## src/rtl/riscv_types.sv

```systemverilog
// Shared RV32A types: the amo_t fn5 encoding plus the state and reservation
// types used by the atomic-memory-operation engine.
package riscv_types;

    localparam int AMO_XLEN      = 32;
    localparam int AMO_GRANULE_W = 2;

    typedef enum logic [4:0] {
        AMO_ADD  = 5'b00000,
        AMO_SWAP = 5'b00001,
        AMO_LR   = 5'b00010,
        AMO_SC   = 5'b00011,
        AMO_XOR  = 5'b00100,
        AMO_OR   = 5'b01000,
        AMO_AND  = 5'b01100,
        AMO_MIN  = 5'b10000,
        AMO_MAX  = 5'b10100,
        AMO_MINU = 5'b11000,
        AMO_MAXU = 5'b11100
    } amo_t;

    typedef enum logic [2:0] {
        IDLE,
        READ,
        WAIT_DATA,
        WRITE,
        RESPOND
    } amo_state_t;

    // Sized by the package constants; the unit's XLEN/GRANULE_W must match them.
    typedef struct packed {
        logic                                valid;
        logic [AMO_XLEN-AMO_GRANULE_W-1:0]   addr;
    } reservation_t;

    function automatic logic is_amo_op(input logic [4:0] fn5);
        case (fn5)
            AMO_ADD, AMO_SWAP, AMO_LR, AMO_SC, AMO_XOR, AMO_OR, AMO_AND,
            AMO_MIN, AMO_MAX, AMO_MINU, AMO_MAXU: return 1'b1;
            default:                              return 1'b0;
        endcase
    endfunction

endpackage

```

## src/rtl/amo_reservation_unit_if.sv

```systemverilog
// Request, memory-port, snoop and response signals of the AMO engine.
// The engine uses the slave view; the load/store side and memory use master.
interface amo_reservation_unit_if #(
    parameter int XLEN   = 32,
    parameter int HART_W = 1,
    parameter int ID_W   = 2
);
    logic              req_valid;
    logic              req_ready;
    logic [4:0]        req_op;
    logic [HART_W-1:0] req_hart;
    logic [XLEN-1:0]   req_addr;
    logic [XLEN-1:0]   req_rs2;
    logic [ID_W-1:0]   req_id;

    logic              mem_rd_valid;
    logic              mem_rd_ready;
    logic [XLEN-1:0]   mem_addr;
    logic              mem_rdata_valid;
    logic [XLEN-1:0]   mem_rdata;
    logic              mem_wr_valid;
    logic              mem_wr_ready;
    logic [XLEN-1:0]   mem_wdata;

    logic              snoop_valid;
    logic [XLEN-1:0]   snoop_addr;

    logic              rsp_valid;
    logic              rsp_ready;
    logic [XLEN-1:0]   rsp_data;
    logic [ID_W-1:0]   rsp_id;

    modport slave (
        input  req_valid, req_op, req_hart, req_addr, req_rs2, req_id,
        input  mem_rd_ready, mem_rdata_valid, mem_rdata, mem_wr_ready,
        input  snoop_valid, snoop_addr, rsp_ready,
        output req_ready, mem_rd_valid, mem_addr, mem_wr_valid, mem_wdata,
        output rsp_valid, rsp_data, rsp_id
    );

    modport master (
        output req_valid, req_op, req_hart, req_addr, req_rs2, req_id,
        output mem_rd_ready, mem_rdata_valid, mem_rdata, mem_wr_ready,
        output snoop_valid, snoop_addr, rsp_ready,
        input  req_ready, mem_rd_valid, mem_addr, mem_wr_valid, mem_wdata,
        input  rsp_valid, rsp_data, rsp_id
    );

endinterface

```

## src/rtl/amo_alu.sv

```systemverilog
// Combinational modify step of an AMO read-modify-write. LR/SC and unknown
// codes pass the old value through; ties in min/max keep the old value.
module amo_alu
    import riscv_types::*;
#(
    parameter int XLEN = AMO_XLEN
) (
    input  amo_t            op,
    input  logic [XLEN-1:0] old,
    input  logic [XLEN-1:0] rs2,
    output logic [XLEN-1:0] result
);

    logic rs2_lt_s;
    logic rs2_gt_s;
    logic rs2_lt_u;
    logic rs2_gt_u;

    // NOTE: every output of a combinational block gets a default first, so no path can infer a latch.
    always_comb begin
        rs2_lt_s = $signed(rs2) < $signed(old);
        rs2_gt_s = $signed(rs2) > $signed(old);
        rs2_lt_u = rs2 < old;
        rs2_gt_u = rs2 > old;
        result   = old;
        case (op)
            AMO_SWAP: result = rs2;
            AMO_ADD:  result = old + rs2;
            AMO_XOR:  result = old ^ rs2;
            AMO_AND:  result = old & rs2;
            AMO_OR:   result = old | rs2;
            AMO_MIN:  result = rs2_lt_s ? rs2 : old;
            AMO_MAX:  result = rs2_gt_s ? rs2 : old;
            AMO_MINU: result = rs2_lt_u ? rs2 : old;
            AMO_MAXU: result = rs2_gt_u ? rs2 : old;
            default:  result = old;
        endcase
    end

endmodule

```

## src/rtl/amo_reservation_unit.sv

```systemverilog
// RV32A atomic engine: one read-modify-write in flight, one LR/SC reservation
// per hart, reservations invalidated by external-store snoops and own writes.
module amo_reservation_unit
    import riscv_types::*;
#(
    parameter int XLEN      = AMO_XLEN,
    parameter int NUM_HARTS = 1,
    parameter int GRANULE_W = AMO_GRANULE_W,
    parameter int ID_W      = 2
) (
    input  logic                 clk,
    input  logic                 rst,
    amo_reservation_unit_if.slave bus
);

    localparam int HART_W  = (NUM_HARTS > 1) ? $clog2(NUM_HARTS) : 1;
    localparam int GRAN_AW = XLEN - GRANULE_W;

    function automatic logic [GRAN_AW-1:0] granule_of(input logic [XLEN-1:0] a);
        return a[XLEN-1:GRANULE_W];
    endfunction

    amo_state_t        state_q, state_d;
    amo_t              op_q;
    logic [HART_W-1:0] hart_q;
    logic [XLEN-1:0]   addr_q;
    logic [XLEN-1:0]   rs2_q;
    logic [ID_W-1:0]   id_q;
    logic [XLEN-1:0]   old_q;
    logic [XLEN-1:0]   rsp_data_q;
    logic [XLEN-1:0]   alu_result;

    reservation_t      res_q [NUM_HARTS];
    reservation_t      res_d [NUM_HARTS];

    logic              accept, sc_accept, sc_pass, lr_set, old_load, wr_done, rsp_load;
    logic [XLEN-1:0]   rsp_next;

    amo_alu #(.XLEN(XLEN)) u_alu (
        .op     (op_q),
        .old    (old_q),
        .rs2    (rs2_q),
        .result (alu_result)
    );

    // SC success is judged against the reservation as it stands in the accept cycle.
    always_comb begin
        sc_pass = 1'b0;
        for (int h = 0; h < NUM_HARTS; h++) begin
            if (h == int'(bus.req_hart) && res_q[h].valid &&
                res_q[h].addr == granule_of(bus.req_addr))
                sc_pass = 1'b1;
        end
        if (bus.snoop_valid && granule_of(bus.snoop_addr) == granule_of(bus.req_addr))
            sc_pass = 1'b0;
    end

    always_comb begin
        state_d          = state_q;
        bus.req_ready    = 1'b0;
        bus.mem_rd_valid = 1'b0;
        bus.mem_wr_valid = 1'b0;
        bus.rsp_valid    = 1'b0;
        accept           = 1'b0;
        sc_accept        = 1'b0;
        lr_set           = 1'b0;
        old_load         = 1'b0;
        wr_done          = 1'b0;
        rsp_load         = 1'b0;
        rsp_next         = '0;
        case (state_q)
            IDLE: begin
                bus.req_ready = 1'b1;
                if (bus.req_valid) begin
                    accept = 1'b1;
                    if (!is_amo_op(bus.req_op)) begin
                        state_d  = RESPOND;
                        rsp_load = 1'b1;
                    end else if (bus.req_op == AMO_SC) begin
                        sc_accept = 1'b1;
                        if (sc_pass) begin
                            state_d = WRITE;
                        end else begin
                            state_d  = RESPOND;
                            rsp_load = 1'b1;
                            rsp_next = XLEN'(1);
                        end
                    end else begin
                        state_d = READ;
                    end
                end
            end
            READ: begin
                bus.mem_rd_valid = 1'b1;
                if (bus.mem_rd_ready) state_d = WAIT_DATA;
            end
            WAIT_DATA: begin
                if (bus.mem_rdata_valid) begin
                    old_load = 1'b1;
                    if (op_q == AMO_LR) begin
                        lr_set   = 1'b1;
                        rsp_load = 1'b1;
                        rsp_next = bus.mem_rdata;
                        state_d  = RESPOND;
                    end else begin
                        state_d = WRITE;
                    end
                end
            end
            WRITE: begin
                bus.mem_wr_valid = 1'b1;
                if (bus.mem_wr_ready) begin
                    wr_done  = 1'b1;
                    rsp_load = 1'b1;
                    rsp_next = (op_q == AMO_SC) ? '0 : old_q;
                    state_d  = RESPOND;
                end
            end
            RESPOND: begin
                bus.rsp_valid = 1'b1;
                if (bus.rsp_ready) state_d = IDLE;
            end
            default: state_d = IDLE;
        endcase
    end

    // Later rules override earlier ones; the snoop is applied last so it beats an LR set.
    always_comb begin
        for (int h = 0; h < NUM_HARTS; h++) begin
            res_d[h] = res_q[h];
            if (lr_set && h == int'(hart_q)) begin
                res_d[h].valid = 1'b1;
                res_d[h].addr  = granule_of(addr_q);
            end
            if (sc_accept && h == int'(bus.req_hart))
                res_d[h].valid = 1'b0;
            if (wr_done && h != int'(hart_q) && res_q[h].addr == granule_of(addr_q))
                res_d[h].valid = 1'b0;
            if (bus.snoop_valid && res_d[h].addr == granule_of(bus.snoop_addr))
                res_d[h].valid = 1'b0;
        end
    end

    // NOTE: control state and the small reservation file are reset; the datapath registers below are not, because they are only read after being loaded.
    always_ff @(posedge clk) begin
        if (rst) begin
            state_q <= IDLE;
            for (int h = 0; h < NUM_HARTS; h++) res_q[h] <= '0;
        end else begin
            state_q <= state_d;
            res_q   <= res_d;
        end
    end

    always_ff @(posedge clk) begin
        if (accept) begin
            op_q   <= amo_t'(bus.req_op);
            hart_q <= bus.req_hart;
            addr_q <= bus.req_addr;
            rs2_q  <= bus.req_rs2;
            id_q   <= bus.req_id;
        end
        if (old_load) old_q      <= bus.mem_rdata;
        if (rsp_load) rsp_data_q <= rsp_next;
    end

    assign bus.mem_addr  = addr_q;
    assign bus.mem_wdata = (op_q == AMO_SC) ? rs2_q : alu_result;
    assign bus.rsp_data  = rsp_data_q;
    assign bus.rsp_id    = id_q;

endmodule

```

## src/flat_wrapper.sv

```systemverilog
// flat-port wrapper written by rule: the top's interface ports become plain ports
module amo_reservation_unit_flat import riscv_types::*;
#(
    parameter int XLEN      = AMO_XLEN,
    parameter int NUM_HARTS = 1,
    parameter int GRANULE_W = AMO_GRANULE_W,
    parameter int ID_W      = 2
)
  (clk, rst, bus_req_valid, bus_req_op, bus_req_hart, bus_req_addr, bus_req_rs2, bus_req_id, bus_mem_rd_ready, bus_mem_rdata_valid, bus_mem_rdata, bus_mem_wr_ready, bus_snoop_valid, bus_snoop_addr, bus_rsp_ready, bus_req_ready, bus_mem_rd_valid, bus_mem_addr, bus_mem_wr_valid, bus_mem_wdata, bus_rsp_valid, bus_rsp_data, bus_rsp_id);
  amo_reservation_unit_if #(.XLEN(XLEN), .HART_W((1)), .ID_W(ID_W)) bus_i ();
  input  logic clk;
  input  logic rst;
  input wire logic [$bits(bus_i.req_valid)-1:0] bus_req_valid;
  input wire logic [$bits(bus_i.req_op)-1:0] bus_req_op;
  input wire logic [$bits(bus_i.req_hart)-1:0] bus_req_hart;
  input wire logic [$bits(bus_i.req_addr)-1:0] bus_req_addr;
  input wire logic [$bits(bus_i.req_rs2)-1:0] bus_req_rs2;
  input wire logic [$bits(bus_i.req_id)-1:0] bus_req_id;
  input wire logic [$bits(bus_i.mem_rd_ready)-1:0] bus_mem_rd_ready;
  input wire logic [$bits(bus_i.mem_rdata_valid)-1:0] bus_mem_rdata_valid;
  input wire logic [$bits(bus_i.mem_rdata)-1:0] bus_mem_rdata;
  input wire logic [$bits(bus_i.mem_wr_ready)-1:0] bus_mem_wr_ready;
  input wire logic [$bits(bus_i.snoop_valid)-1:0] bus_snoop_valid;
  input wire logic [$bits(bus_i.snoop_addr)-1:0] bus_snoop_addr;
  input wire logic [$bits(bus_i.rsp_ready)-1:0] bus_rsp_ready;
  output wire logic [$bits(bus_i.req_ready)-1:0] bus_req_ready;
  output wire logic [$bits(bus_i.mem_rd_valid)-1:0] bus_mem_rd_valid;
  output wire logic [$bits(bus_i.mem_addr)-1:0] bus_mem_addr;
  output wire logic [$bits(bus_i.mem_wr_valid)-1:0] bus_mem_wr_valid;
  output wire logic [$bits(bus_i.mem_wdata)-1:0] bus_mem_wdata;
  output wire logic [$bits(bus_i.rsp_valid)-1:0] bus_rsp_valid;
  output wire logic [$bits(bus_i.rsp_data)-1:0] bus_rsp_data;
  output wire logic [$bits(bus_i.rsp_id)-1:0] bus_rsp_id;
  assign bus_i.req_valid = bus_req_valid;
  assign bus_i.req_op = bus_req_op;
  assign bus_i.req_hart = bus_req_hart;
  assign bus_i.req_addr = bus_req_addr;
  assign bus_i.req_rs2 = bus_req_rs2;
  assign bus_i.req_id = bus_req_id;
  assign bus_i.mem_rd_ready = bus_mem_rd_ready;
  assign bus_i.mem_rdata_valid = bus_mem_rdata_valid;
  assign bus_i.mem_rdata = bus_mem_rdata;
  assign bus_i.mem_wr_ready = bus_mem_wr_ready;
  assign bus_i.snoop_valid = bus_snoop_valid;
  assign bus_i.snoop_addr = bus_snoop_addr;
  assign bus_i.rsp_ready = bus_rsp_ready;
  assign bus_req_ready = bus_i.req_ready;
  assign bus_mem_rd_valid = bus_i.mem_rd_valid;
  assign bus_mem_addr = bus_i.mem_addr;
  assign bus_mem_wr_valid = bus_i.mem_wr_valid;
  assign bus_mem_wdata = bus_i.mem_wdata;
  assign bus_rsp_valid = bus_i.rsp_valid;
  assign bus_rsp_data = bus_i.rsp_data;
  assign bus_rsp_id = bus_i.rsp_id;
  amo_reservation_unit #(.XLEN(XLEN), .NUM_HARTS(NUM_HARTS), .GRANULE_W(GRANULE_W), .ID_W(ID_W)) u_core (.clk(clk), .rst(rst), .bus(bus_i));
endmodule
```

## config.mk

```make
export PLATFORM = sky130hd
export DESIGN_NAME = amo_reservation_unit_flat
export DESIGN_NICKNAME = d
export VERILOG_FILES = /design/src/rtl/riscv_types.sv /design/src/rtl/amo_reservation_unit_if.sv /design/src/rtl/amo_alu.sv /design/src/rtl/amo_reservation_unit.sv /design/src/flat_wrapper.sv
export SDC_FILE = /design/constraint.sdc
export NUM_CORES = 1
export LEC_CHECK = 0
export ABC_AREA = 1
export BUFFER_PORTS_ARGS = -buffer_cell sky130_fd_sc_hd__buf_2
export CAP_MARGIN = 20
export CORE_ASPECT_RATIO = 2
export CORE_MARGIN = 10
export CORE_UTILIZATION = 40
export DETAILED_ROUTE_END_ITERATION = 8
export GPL_TIMING_DRIVEN = 0
export HOLD_SLACK_MARGIN = 0.05
export PLACE_DENSITY_LB_ADDON = 0.15
export SYNTH_ARGS = -nofsm -noshare
export SYNTH_HDL_FRONTEND = slang
export SYNTH_SLANG_ARGS = --single-unit
```

## constraint.sdc

```tcl
create_clock -name clk -period 7.18 [get_ports clk]
set_input_delay 0.718 -clock clk [delete_from_list [all_inputs] [get_ports clk]]
set_output_delay 0.718 -clock clk [all_outputs]
set_load 0.005 [all_outputs]
```

### Yosys cells after proc, flatten, opt, wreduce, memory -nomap -nowiden

Memory sizes are Yosys's and may differ from the RTL's.
Index checks and enable logic that the tools add are counted.

* add/subtract/negate cells: 1
* magnitude comparators: 4
* equality and inequality tests: 24
* muxes and demuxes: 52
* bitwise operators: 5
* reductions and logical operators: 12

Operator list (count)
* $mux W32: 12
* $pmux W32 S9: 1
* $eq A30 B30 Y1: 4
* $pmux W32 S3: 1
* $gt A32 B32 Y1: 2
* $lt A32 B32 Y1: 2
* $add A32 B32 Y32: 1
* $and A32 B32 Y32: 1
* $or A32 B32 Y32: 1
* $xor A32 B32 Y32: 1
* $mux W30: 1
* $mux W3: 9
* $mux W1: 26
* $eq A5 B5 Y1 const B: 4
* $eq A5 B2 Y1 const B: 3
* $pmux W3 S5: 1
* $eq A5 B4 Y1 const B: 2
* $ne A2 B2 Y1 const B: 5
* $logic_and A1 B1 Y1: 8
* $eq A3 B2 Y1 const B: 2
* $eq A5 B1 Y1 const B: 1
* $eq A5 B3 Y1 const B: 1
* $logic_not A5 Y1: 1
* $reduce_and A5 Y1: 1
* other kinds (6): 7

* register bits: 170
* ROM bits: 32
* input port bits: 144
* output and inout bits: 102
* memories kept: 1

Memories
* (no name shown): depth 32, bits a word 1, read ports 1, clocked after Yosys merged registers in 0, write ports 0, line riscv_types.sv:37 `case (fn5)`

### Logic depth before layout (Yosys ltp)

* depth after elaboration: 10
* gate-level depth with buffers: 22

### By module

From an unflattened synthesis, not the netlist that was laid out.

* cell total of the unflattened synthesis: 2354
* area total of the unflattened synthesis: 15588.7 µm²

Modules (own cells, without submodules)
* amo_reservation_unit: instances 1, cells an instance 1009, area each 8717.1 µm²
* amo_alu: instances 1, cells an instance 1345, area each 6871.6 µm²

### Worst setup path before layout

No wires, ideal clock.

* kind: flip-flop to flip-flop
* from: reg u_core.state_q[2]
* to: reg u_core.rsp_data_q[0] (netlist: u_core.bus.rsp_data[0]), enable pin
* data arrival time: 3303 ps
* slack: 3488 ps
* cell stages (with the launch flop): 6
* path buffers: 0
* cell sequence: dfxtp_1 nor3_1 nand2_1 inv_1 nand2_1 nand2_1

* cells in the longest elaborated chain, start to end: 2

Ends and longest elaborated chain
* from (decl): line amo_reservation_unit.sv:23 `amo_state_t state_q, state_d;`
* from (signal assigned): line amo_reservation_unit.sv:150 `state_q <= state_d;`
* $eq A3 B2 Y1 or $logic_not A3 Y1 (tied branches): line amo_reservation_unit.sv:71 `case (state_q)`
* $pmux W1 S3 *: line amo_reservation_unit.sv:71
* named net u_core.rsp_load: line amo_reservation_unit.sv:36 `logic accept, sc_accept, sc_pass, lr_set, old_load, wr_done, rsp_load;`
* to (signal assigned): line amo_reservation_unit.sv:164 `if (rsp_load) rsp_data_q <= rsp_next;`
* to (decl): line amo_reservation_unit.sv:30 `logic [XLEN-1:0] rsp_data_q;`

The timed path passes the listed nets; every way through them passes the cells marked *.
A chain may end at the register's enable or synchronous reset.

### Worst setup path after layout

* from: reg u_core.old_q[10]
* to: out bus_mem_wdata[13]

* cells in the longest elaborated chain, start to end: 4

Ends and longest elaborated chain
* from (decl): line amo_reservation_unit.sv:29 `logic [XLEN-1:0] old_q;`
* from (signal assigned): line amo_reservation_unit.sv:163 `if (old_load) old_q <= bus.mem_rdata;`
* $gt A32 B32 Y1 (tied with other cells): line amo_alu.sv:24 `rs2_gt_u = rs2 > old;`
* $mux W32, on equally long branches
* $pmux W32 S9 *: line amo_alu.sv:26 `case (op)`
* $mux W32 *: line amo_reservation_unit.sv:168 `assign bus.mem_wdata = (op_q == AMO_SC) ? rs2_q : alu_result;`
* to (decl): line flat_wrapper.sv:30 `output wire logic [$bits(bus_i.mem_wdata)-1:0] bus_mem_wdata;`

Mark *: on every way between the ends. The rest lies on a longest branch, timed or not.

==> run summary <==
Initial antenna violation count: 6
Area of the multi-input gates: 0.008474 mm^2
Dominant synthesized flop cell: edfxtp_1
Sequential cell area: 0.004765 mm^2
Synthesized flop and latch total: 170
Core area: 0.03642 mm^2
Hold Buf Count CTS: 0
Bufs on Longest Clock Path: 2
Vias per inst: 5.833
Synthesized netlist cell count: 2194
Port Buffers: 242
Number of setup buffers added after CTS: 0
Post-synth EDFFs: 136
Wire per inst: 28.05 um
First-pass GRT wire length: 116800 um
DPL Wire Length: 66120 um
Initial core utilization: 40.41%
H-tree depth: 4
Post-synthesis sequential area ratio: 32.38%
I/O pin count: 246
Sw frac: 39.70%
Clock Skew: 17.09 ps
Clock slew at reported path FFs: 80 ps
Total gr overflow: 0
Fin Hold WS: 421.0 ps
Outcome: finished clean
Total Routing Usage GR: 35.52%
PnR worst setup slack: 1656 ps
Reg power frac: 37.9%
Setup-failing EPs final: 0
Rel. slew slack: 17.20%
Routed met2 length: 43600 um
Worst EP required: 6460 ps
Num rows: 99
CTS resizes: 0
Mapped Nets: 2435
TNS Setup: 0 ps
Highest Signal Layer: met4
Max Freq: 181.0 MHz
Initial DRT Pass Iterations: 6
Pre-CTS setup slack: 2599 ps
Clk Latency, worst-skew pair: 470 ps
RSZ-0062 raised after global routing: false
Synthesis Warnings: 0
Tmin final: 5524 ps
P per Cell Area: 185.5 mW/mm^2
Final hold violation count: 0
Synth-to-Final Area Change: 16.73%
M1 WL: 23750 um
Power Total: 3.186 mW
Final wirelength: 82250 um
Peak supply drop: 0.1696 mV
Avg Cell Area, Syn: 6.708 um^2
Die W: 155.6 um
Crit path DAT: 4810 ps
Layout Nets: 2700
NetSw: 1.265 mW
Comb power frac: 31.4%
Clock root buffer: clkbuf_16
Chip height: 291.3 um
TritonCTS clock tree: done
Cell Area, Synth: 0.01472 mm^2
Worst Path Max Fanout: 10
Async S/R FF share, synth: 0%
Share of cells above drive strength 1: 14.16%
Total clock sinks: 170
Max Cap Viol: 0
Routed Antenna Nets: 0
Routed wl met3: 5245 um
LEAKAGE: 8.042 nW
Final period util: 76.94%
Number of CTS-inserted buffers: 17
Final core occ: 47.17%
CP Launch Type: flip-flop
Fin. max-slew vios: 0
Via count: 17101
Crit end category: primary output
GP Congestion: 1.073
Die footprint: 0.04533 mm^2
Actual slew at the worst max-slew pin: 1231 ps
CP Class: flip-flop to primary output
Iteration-0 DRC Markers: 1262
Largest net degree at the start of global routing: 45
Clk network pwr share: 30.7%
# fillers: 3811
Number of global-route vias before repair: 17581
Library cells used by synthesis: 49
Hold WC Path Type: input port to flip-flop
# DRC: 0
Int Power: 1.921 mW
==> sequential cells by signal, indices dropped and copies added, names as in the netlist <==
signal and flops:
u_core.bus.mem_addr 32, u_core.bus.rsp_data 32, u_core.old_q 32, u_core.rs2_q 32, u_core.res_q 31, u_core.op_q 5, u_core.state_q 3, u_core.bus.rsp_id 2
u_core.hart_q 1
==> logic make-up (layout without fill, tap and decap cells) <==
family | count (synthesis) | count (layout) | synth area share, %
buffers and inverters | 377 | 655 | 10.11
flip-flops | 170 | 170 | 32.38
AO/OA/AOI/OAI | 354 | 354 | 13.93
other | 0 | 6 | 0
XOR/XNOR | 30 | 30 | 1.785
adder cells (fa/ha/maj) | 97 | 97 | 8.298
AND/OR/NAND/NOR | 1166 | 1166 | 33.50
==> routing by layer <==
| layer | vias to the layer above | GRT usage [%] |
|---|---|---|
| met5 | - | 0 |
| met4 | 0 | 35.66 |
| met3 | 382 | 8.049 |
| met2 | 1018 | 65.03 |
| met1 | 7881 | 29.41 |
| li1 | 7820 | - |
==> cell usage in the layout, fill, tap and decap left out, types with 8 or more instances in the layout <==
cell type | netlist | final
dfxtp_1 | 34 | 34
o21ai_1 | 21 | 21
inv_2 | 13 | 13
o21ai_0 | 131 | 131
nor4_1 | 8 | 8
a21oi_1 | 91 | 91
edfxtp_1 | 136 | 136
nor2_1 | 183 | 182
clkbuf_16 | 0 | 18
buf_4 | 9 | 9
o22ai_1 | 34 | 34
nand3_1 | 299 | 299
inv_1 | 275 | 274
clkbuf_1 | 50 | 52
nand4_1 | 17 | 17
nand2_1 | 617 | 616
ha_1 | 96 | 96
xor2_1 | 23 | 23
buf_2 | 23 | 265
nor3_1 | 22 | 22
o2111ai_1 | 9 | 9
a211oi_1 | 21 | 21
o211ai_1 | 12 | 12
==> synth_stat cells (17+ instances only) <==
cell | number | area share (%)
nand2_1 | 617 | 16
dfxtp_1 | 34 | 4.6
a21oi_1 | 91 | 3.1
inv_1 | 275 | 7.0
nor3_1 | 22 | 0.75
nor2_1 | 183 | 4.7
edfxtp_1 | 136 | 28
buf_2 | 23 | 0.78
o21ai_0 | 131 | 4.5
o22ai_1 | 34 | 1.4
nand3_1 | 299 | 10
a211oi_1 | 21 | 1.1
nand4_1 | 17 | 0.72
xor2_1 | 23 | 1.4
clkbuf_1 | 50 | 1.3
o21ai_1 | 21 | 0.71
ha_1 | 96 | 8.2
==> cell type report <==
class | count | share of cell area, %
Tap cell | 454 | 3.307
Buffer | 88 | 2.345
Clock buffer | 21 | 2.746
Clock inverter | 11 | 0.5754
Inverter | 289 | 6.329
Multi-Input combinational cell | 1647 | 49.33
Antenna cell | 6 | 0.08740
Timing Repair Buffer | 246 | 7.545
Sequential cell | 170 | 27.73
==> through the flow <==
step | cell area (um^2) | instances
finish | 17180 | 2932
global route | 17160 | 2926
CTS | 17160 | 2926
detailed placement | 16590 | 2894
global placement | 16500 | 2890
floorplan | 14720 | 2194
==> power by group through the flow <==
stage                     combinational, mW  sequential (mW)  clock (mW)
after CTS                             0.971             1.21       0.981
after global routing                   1.07             1.22        1.01
after global placement                0.945             1.24           0
after floorplan                       0.517             1.21           0
after detailed placement              0.968             1.23           0
final                                 0.999             1.21       0.979
==> path summary, 6_finish.rpt <==
| kind | startpoint | endpoint | slack [ps] | depth (start not counted) |
|---|---|---|---|---|
| setup / recovery | u_core.old_q[10]$_DFFE_PP_ | bus_mem_wdata[13] | 1660 | 18 |
| hold / removal | bus_req_rs2[28] | u_core.rs2_q[28]$_DFFE_PP_ | 420 | 1 |
| setup reg to reg | u_core.res_q[6]$_SDFF_PP0_ | u_core.bus.rsp_data[8]$_DFFE_PP_ | 3730 | 13 |
| hold reg to reg | u_core.res_q[7]$_SDFF_PP0_ | u_core.res_q[7]$_SDFF_PP0_ | 500 | 2 |
==> critical path, cell delays in order (launching register included) <==
cell and delay (ps):
edfxtp_1 510, inv_1 280, ha_1 350, clkbuf_1 370, nor2_1 110, nand2_1 90, a21oi_1 60, nor2_1 620
nand2_1 150, nand2_2 160, nand3_1 170, nand3_1 300, buf_2 460, nand2_1 100, nand3_1 100, nand4_1 190
nand2_1 130, nand2_1 50, buf_2 130
Power figures use the tool's default switching activity.
